## src/rtl/cv32e40x_amo_responder.sv

```systemverilog
// RV32A atomic responder: plain accesses pass through, AMO/LR/SC run as RMW.
// Optional MIN/MAX/MINU/MAXU support under `CV32E40X_AMO_MINMAX_EN.
module cv32e40x_amo_responder #(
  parameter int unsigned LRSC_TIMEOUT = 64
) (
  input  logic        clk,
  input  logic        rst,
  input  logic        core_req_i,
  output logic        core_gnt_o,
  input  logic [31:0] core_addr_i,
  input  logic        core_we_i,
  input  logic [3:0]  core_be_i,
  input  logic [31:0] core_wdata_i,
  input  logic [5:0]  core_atop_i,
  output logic        core_rvalid_o,
  output logic [31:0] core_rdata_o,
  output logic        core_err_o,
  output logic        mem_req_o,
  input  logic        mem_gnt_i,
  output logic [31:0] mem_addr_o,
  output logic        mem_we_o,
  output logic [3:0]  mem_be_o,
  output logic [31:0] mem_wdata_o,
  input  logic        mem_rvalid_i,
  input  logic [31:0] mem_rdata_i,
  input  logic        mem_err_i
);

  typedef enum logic [2:0] {
    IDLE, RD_REQ, RD_WAIT, WR_REQ, WR_WAIT, RESP
  } state_e;

  localparam logic [4:0] F_ADD  = 5'b00000;
  localparam logic [4:0] F_SWAP = 5'b00001;
  localparam logic [4:0] F_LR   = 5'b00010;
  localparam logic [4:0] F_SC   = 5'b00011;
  localparam logic [4:0] F_XOR  = 5'b00100;
  localparam logic [4:0] F_OR   = 5'b01000;
  localparam logic [4:0] F_AND  = 5'b01100;
`ifdef CV32E40X_AMO_MINMAX_EN
  localparam logic [4:0] F_MIN  = 5'b10000;
  localparam logic [4:0] F_MAX  = 5'b10100;
  localparam logic [4:0] F_MINU = 5'b11000;
  localparam logic [4:0] F_MAXU = 5'b11100;
`endif

  state_e      state_q, state_d;
  logic [31:0] addr_q;
  logic        we_q;
  logic [3:0]  be_q;
  logic [31:0] wdata_q;
  logic [5:0]  atop_q;
  logic [31:0] rdata_q;
  logic        err_q;
  logic        res_valid_q;
  logic [29:0] res_addr_q;
  logic [9:0]  cnt_q;

  logic        legal_f5;
  logic        in_amo, in_bad, in_sc, in_hit;
  logic        q_amo, q_lr;
  logic        rd_done, lr_done, wr_fire;
  logic [31:0] amo_new;

  // Classify the incoming funct5
  always_comb begin
    legal_f5 = 1'b0;
    case (core_atop_i[4:0])
      F_ADD, F_SWAP, F_LR, F_SC,
      F_XOR, F_OR, F_AND: legal_f5 = 1'b1;
`ifdef CV32E40X_AMO_MINMAX_EN
      F_MIN, F_MAX,
      F_MINU, F_MAXU:     legal_f5 = 1'b1;
`endif
      default:            legal_f5 = 1'b0;
    endcase
  end

  assign in_amo = core_atop_i[5];
  assign in_bad = in_amo &
                  ((|core_addr_i[1:0]) | ~legal_f5);
  assign in_sc  = in_amo & ~in_bad &
                  (core_atop_i[4:0] == F_SC);
  assign in_hit = res_valid_q &
                  (res_addr_q == core_addr_i[31:2]);

  assign q_amo   = atop_q[5];
  assign q_lr    = q_amo & (atop_q[4:0] == F_LR);
  assign rd_done = (state_q == RD_WAIT) & mem_rvalid_i;
  assign lr_done = rd_done & ~mem_err_i & q_lr;
  assign wr_fire = mem_req_o & mem_we_o & mem_gnt_i;

  // New memory word from old word and operand
  always_comb begin
    amo_new = wdata_q;
    case (atop_q[4:0])
      F_ADD:  amo_new = mem_rdata_i + wdata_q;
      F_XOR:  amo_new = mem_rdata_i ^ wdata_q;
      F_OR:   amo_new = mem_rdata_i | wdata_q;
      F_AND:  amo_new = mem_rdata_i & wdata_q;
`ifdef CV32E40X_AMO_MINMAX_EN
      F_MIN:  amo_new = ($signed(mem_rdata_i) < $signed(wdata_q))
                        ? mem_rdata_i : wdata_q;
      F_MAX:  amo_new = ($signed(mem_rdata_i) > $signed(wdata_q))
                        ? mem_rdata_i : wdata_q;
      F_MINU: amo_new = (mem_rdata_i < wdata_q)
                        ? mem_rdata_i : wdata_q;
      F_MAXU: amo_new = (mem_rdata_i > wdata_q)
                        ? mem_rdata_i : wdata_q;
`endif
      default: amo_new = wdata_q;
    endcase
  end

  // Next-state logic
  always_comb begin
    state_d = state_q;
    case (state_q)
      IDLE: if (core_req_i) begin
        unique case (1'b1)
          !in_amo:          state_d = RD_REQ;
          in_bad:           state_d = RESP;
          in_sc && in_hit:  state_d = WR_REQ;
          in_sc && !in_hit: state_d = RESP;
          default:          state_d = RD_REQ;
        endcase
      end
      RD_REQ:  if (mem_gnt_i) state_d = RD_WAIT;
      RD_WAIT: if (mem_rvalid_i)
        state_d = (mem_err_i | ~q_amo | q_lr) ? RESP : WR_REQ;
      WR_REQ:  if (mem_gnt_i) state_d = WR_WAIT;
      WR_WAIT: if (mem_rvalid_i) state_d = RESP;
      RESP:    state_d = IDLE;
      default: state_d = IDLE;
    endcase
  end

  // State register
  always_ff @(posedge clk) begin
    if (rst) state_q <= IDLE;
    else     state_q <= state_d;
  end

  // Request latch and response datapath
  always_ff @(posedge clk) begin
    if (rst) begin
      addr_q  <= '0;
      we_q    <= 1'b0;
      be_q    <= '0;
      wdata_q <= '0;
      atop_q  <= '0;
      rdata_q <= '0;
      err_q   <= 1'b0;
    end else begin
      if (state_q == IDLE && core_req_i) begin
        addr_q  <= core_addr_i;
        we_q    <= core_we_i;
        be_q    <= core_be_i;
        wdata_q <= core_wdata_i;
        atop_q  <= core_atop_i;
        err_q   <= in_bad;
        rdata_q <= {31'b0, in_sc & ~in_hit};
      end
      if (rd_done) begin
        if (mem_err_i) begin
          rdata_q <= '0;
          err_q   <= 1'b1;
        end else begin
          rdata_q <= mem_rdata_i;
          if (q_amo && !q_lr) wdata_q <= amo_new;
        end
      end
      if (state_q == WR_WAIT && mem_rvalid_i)
        err_q <= mem_err_i;
    end
  end

  // LR/SC reservation with timeout
  always_ff @(posedge clk) begin
    if (rst) begin
      res_valid_q <= 1'b0;
      res_addr_q  <= '0;
      cnt_q       <= '0;
    end else begin
      if (res_valid_q) begin
        if (cnt_q <= 10'd1) begin
          res_valid_q <= 1'b0;
          cnt_q       <= '0;
        end else begin
          cnt_q <= cnt_q - 10'd1;
        end
      end
      if (state_q == IDLE && core_req_i && in_sc)
        res_valid_q <= 1'b0;
      if (wr_fire && mem_addr_o[31:2] == res_addr_q)
        res_valid_q <= 1'b0;
      if (rd_done && mem_err_i)
        res_valid_q <= 1'b0;
      if (lr_done) begin
        res_valid_q <= 1'b1;
        res_addr_q  <= addr_q[31:2];
        cnt_q       <= 10'(LRSC_TIMEOUT);
      end
    end
  end

  assign core_gnt_o    = (state_q == IDLE) & ~rst;
  assign core_rvalid_o = (state_q == RESP);
  assign core_rdata_o  = core_rvalid_o ? rdata_q : '0;
  assign core_err_o    = core_rvalid_o & err_q;

  assign mem_req_o   = (state_q == RD_REQ) | (state_q == WR_REQ);
  assign mem_we_o    = (state_q == WR_REQ) |
                       ((state_q == RD_REQ) & ~q_amo & we_q);
  assign mem_addr_o  = mem_req_o ? addr_q : '0;
  assign mem_be_o    = mem_req_o ? (q_amo ? 4'hF : be_q) : '0;
  assign mem_wdata_o = mem_req_o ? wdata_q : '0;

endmodule

```

## config.mk

```make
export PLATFORM = sky130hd
export DESIGN_NAME = cv32e40x_amo_responder
export DESIGN_NICKNAME = d
export VERILOG_FILES = /design/src/rtl/cv32e40x_amo_responder.sv
export SDC_FILE = /design/constraint.sdc
export NUM_CORES = 1
export LEC_CHECK = 0
export ABC_CLOCK_PERIOD_IN_PS = 3590
export CAP_MARGIN = 20
export CORE_MARGIN = 5
export CORE_UTILIZATION = 40
export CTS_BUF_LIST = sky130_fd_sc_hd__clkbuf_4
export DETAILED_ROUTE_END_ITERATION = 12
export SETUP_SLACK_MARGIN = 0.4
export SLEW_MARGIN = 15
export SYNTH_ARGS = -nofsm -noshare
export SYNTH_HDL_FRONTEND = slang
export SYNTH_SLANG_ARGS = --single-unit
```

## constraint.sdc

```tcl
create_clock -name clk -period 3.59 [get_ports clk]
set_input_delay 0.718 -clock clk [delete_from_list [all_inputs] [get_ports clk]]
set_output_delay 0.718 -clock clk [all_outputs]
set_load 0.05 [all_outputs]
```

==> impl_metrics.py <==
metrics = {
    "timing": {
        "hold_viol_final": 0,
        "relSlewSlack_pct": 34.3,
        "rsz0062_at_grt": "no",
        "setup_violations": 0,
        "tightest_slew_ps": 985,
        "max_freq_mhz": 319,
        "drv_slew": 0,
        "clock_skew_ps": 41.7,
        "period_share_pct": 87.2,
        "fin_crit_ps": 3130,
        "hold_ws_ps": 466,
        "timing.final.ws_setup_ps": 459,
    },
    "yosys": {
        "synth_edf_count": 0,
        "synthArstFlopShare_pct": 0,
        "ys.flop_type": "dfxtp_1",
        "ys_ff_latch": 152,
        "syn_inst": 1460,
        "ys_seq_area_share_pct": 28.8,
        "synth_area_um2": 10600,
        "yosysUniqueCellTypes": 72,
        "syn-num-nets": 1640,
        "yosys_warnings": 0,
        "syn_avg_cell_area_um2": 7.24,
    },
    "die": {
        "dieArea_um2": 29800,
        "die_w_um": 173,
        "initial_core_util_pct": 40.6,
        "pin_count": 218,
        "coreArea_um2": 26100,
        "num_rows": 59,
        "die_y_um": 173,
    },
    "setup_path": {
        "critPathKind": "in -> reg",
        "rrSetupSlack_ps": 680,
        "required_ps": 4050,
        "crit_arrival_ps": 3590,
        "setup.worst_path.start_class": "input pin",
        "critPathCaptureType": "register",
        "path_max_fanout": 3,
    },
    "cts": {
        "cts_buffers": 17,
        "post_cts_buffers": 0,
        "cts_sinks": 152,
        "htreeDepth": 4,
        "clockRootBuffer": "clkbuf_4",
        "clock_latency_ps": 620,
        "clk_path_buf_depth": 2,
        "cts_hold_buf": 0,
        "cts.clk_slew.worst_paths_ps": 150,
        "cts_tree": "built",
    },
    "finish": {
        "fin_util_pct": 53.1,
        "area_growth_pct": 31.0,
        "final_cells": 2024,
        "drive_gt1_share_pct": 11.9,
        "fin_nets": 1854,
    },
    "global_routing": {
        "gr-usage-all-layers_pct": 23.9,
        "grt_max_degree": 85,
        "grt_pass1_wl_um": 59300,
        "grt.overflow.total": 0,
        "grt_pass1_vias": 10800,
        "antenna_found_initial": 4,
    },
    "power_and_ir_drop": {
        "power_density_nw_per_um2": 568,
        "combPwrFrac_pct": 55.9,
        "internal-power_uw": 4040,
        "leakage_uw": 0.00571,
        "swShare_pct": 48.7,
        "power_frac_clock_pct": 16.1,
        "netSwitchingPower_uw": 3830,
        "peakVddDrop_v": 0.000277,
        "pwr-share-seq_pct": 28.0,
        "finalPower_uw": 7870,
    },
    "job": {
        "maxCapViolCount": 0,
    },
    "run_status": {
        "status": "finished clean",
    },
    "placed_design": {
        "dpl.hpwl_um": 27200,
        "port_buffers": 217,
        "placedCellCount": 1989,
        "pre_cts_ws_ps": -203,
        "place_congestion": 0.913,
    },
    "detailed_routing": {
        "antenna_left": 0,
        "via_per_inst": 5.44,
        "drtIter0Drc": 942,
        "drcViolationCount": 0,
        "wl_um": 37000,
        "vias": 11000,
        "drt_first_pass_iters": 5,
        "wl_per_cell_um": 18.3,
    },
    "min_path": {
        "hp-class": "reg -> reg",
    },
}
## kinds of logic after synthesis
| group | after synthesis | synth area share, % |
|---|---|---|
| flops | 152 | 28.8 |
| simple gates | 582 | 25.0 |
| compound gates | 381 | 23.1 |
| mux | 25 | 2.37 |
| fa+ha+maj | 67 | 8.00 |
| buf+inv | 181 | 6.76 |
| xor+xnor | 72 | 5.97 |
## routing by layer
layer / wire length (um) / global-route usage, % / vias to the layer above
met1: 16800 / 32.2 / 5186
li1: - / - / 5463
met2: 17600 / 40.3 / 321
met3: 2280 / 4.21 / 28
met5: 14 / 0 / -
met4: 358 / 4.82 / 4
## power groups by stage
stage / registers (uW) / clock network, uW / logic (uW)
2_1_floorplan: 2140 / 0 / 2960
3_3_place_gp: 2220 / 0 / 4340
3_5_place_dp: 2230 / 0 / 4380
4_1_cts: 2200 / 1280 / 4350
5_1_grt: 2240 / 1360 / 4820
6_report: 2200 / 1270 / 4400
## final cells by class
cell class / instances / area, um2
diodes: 2 / 5.00
clock buffers: 17 / 128
clock inverters: 15 / 208
fillers: 2609 / 12200
inverters: 92 / 349
multi-input cells: 1127 / 6870
flip-flops and latches: 152 / 3040
well taps: 335 / 419
repair buffers: 283 / 2820
repair inverters: 1 / 5.00
## synthesized netlist by cell type, types with 8 or more instances
cell | instances | share of area, %
nand4_1 | 12 | 0.71
nor4_1 | 8 | 0.47
nor3_1 | 28 | 1.3
dfxtp_1 | 152 | 29
xor2_1 | 18 | 1.5
clkbuf_1 | 76 | 2.7
a211oi_1 | 11 | 0.78
and2_1 | 66 | 3.9
xnor2_1 | 54 | 4.5
o22ai_1 | 14 | 0.83
a22oi_1 | 34 | 2.4
ha_1 | 66 | 7.8
a21o_1 | 24 | 1.7
a21oi_1 | 143 | 6.8
and3_1 | 15 | 0.89
nand3_1 | 14 | 0.66
a31oi_1 | 19 | 1.1
nor2_1 | 187 | 6.6
o21ai_0 | 53 | 2.5
nand2_1 | 218 | 7.7
inv_1 | 91 | 3.2
mux2i_1 | 25 | 2.4
o32ai_1 | 9 | 0.75
## layout by cell type, fill, tap and decap left out, drive strengths merged, types with 7 or more instances in the layout
| master | count |
|---|---|
| and3 | 16 |
| dfxtp | 152 |
| ha | 66 |
| o221ai | 8 |
| o32ai | 9 |
| nor4 | 12 |
| a21oi | 143 |
| a2111oi | 7 |
| nand3 | 14 |
| a31oi | 19 |
| and2 | 66 |
| mux2i | 25 |
| clkdlybuf4s50 | 113 |
| nand2 | 219 |
| a221oi | 8 |
| clkbuf | 17 |
| o22ai | 14 |
| dlygate4sd2 | 40 |
| nand4 | 12 |
| inv | 97 |
| nor3 | 28 |
| a22oi | 34 |
| a211oi | 11 |
| xnor2 | 54 |
| nor2 | 189 |
| buf | 130 |
| o21ai | 56 |
| xor2 | 18 |
| a21o | 24 |
## per-stage QoR
step	setup TNS [ps]	area, um2
after floorplan	0	10600
after CTS	0	13800
final	0	13800
after detailed placement	-1010	13500
after global placement	-625	13500
after global routing	0	13800
## worst max-delay path: stages
cell and delay, ps:
clkdlybuf4s50_1 450, ha_1 250, fa_2 360, a21o_1 220
a221oi_2 220, buf_4 160, o221ai_2 130, o211ai_1 320
a21oi_2 120, or3_1 360, a31oi_1 210, nor4_2 50
## flip-flops by register name, indices dropped and copies added (netlist names)
register     cells
res_valid_q      1
be_q             4
res_addr_q      30
rdata_q         32
cnt_q           10
wdata_q         32
state_q          3
atop_q           6
addr_q          32
we_q             1
err_q            1
## what timing repair did
| item | in CTS | in global routing |
|---|---|---|
| pin swaps | 0 | 3 |
| gates resized for setup | 42 | 8 |
| endpoints found under the setup margin | 54 | 6 |
| cloned | 0 | 1 |
## path summary, 6_finish.rpt
kind / from / cells after the start / endpoint
hold / removal: be_q[2] / 2 / be_q[2]
setup reg to reg: wdata_q[0] / 11 / wdata_q[26]
setup / recovery: mem_rdata_i[0] / 12 / wdata_q[26]
hold reg to reg: be_q[2] / 2 / be_q[2]
No activity file was read; power rests on OpenSTA's default activity.
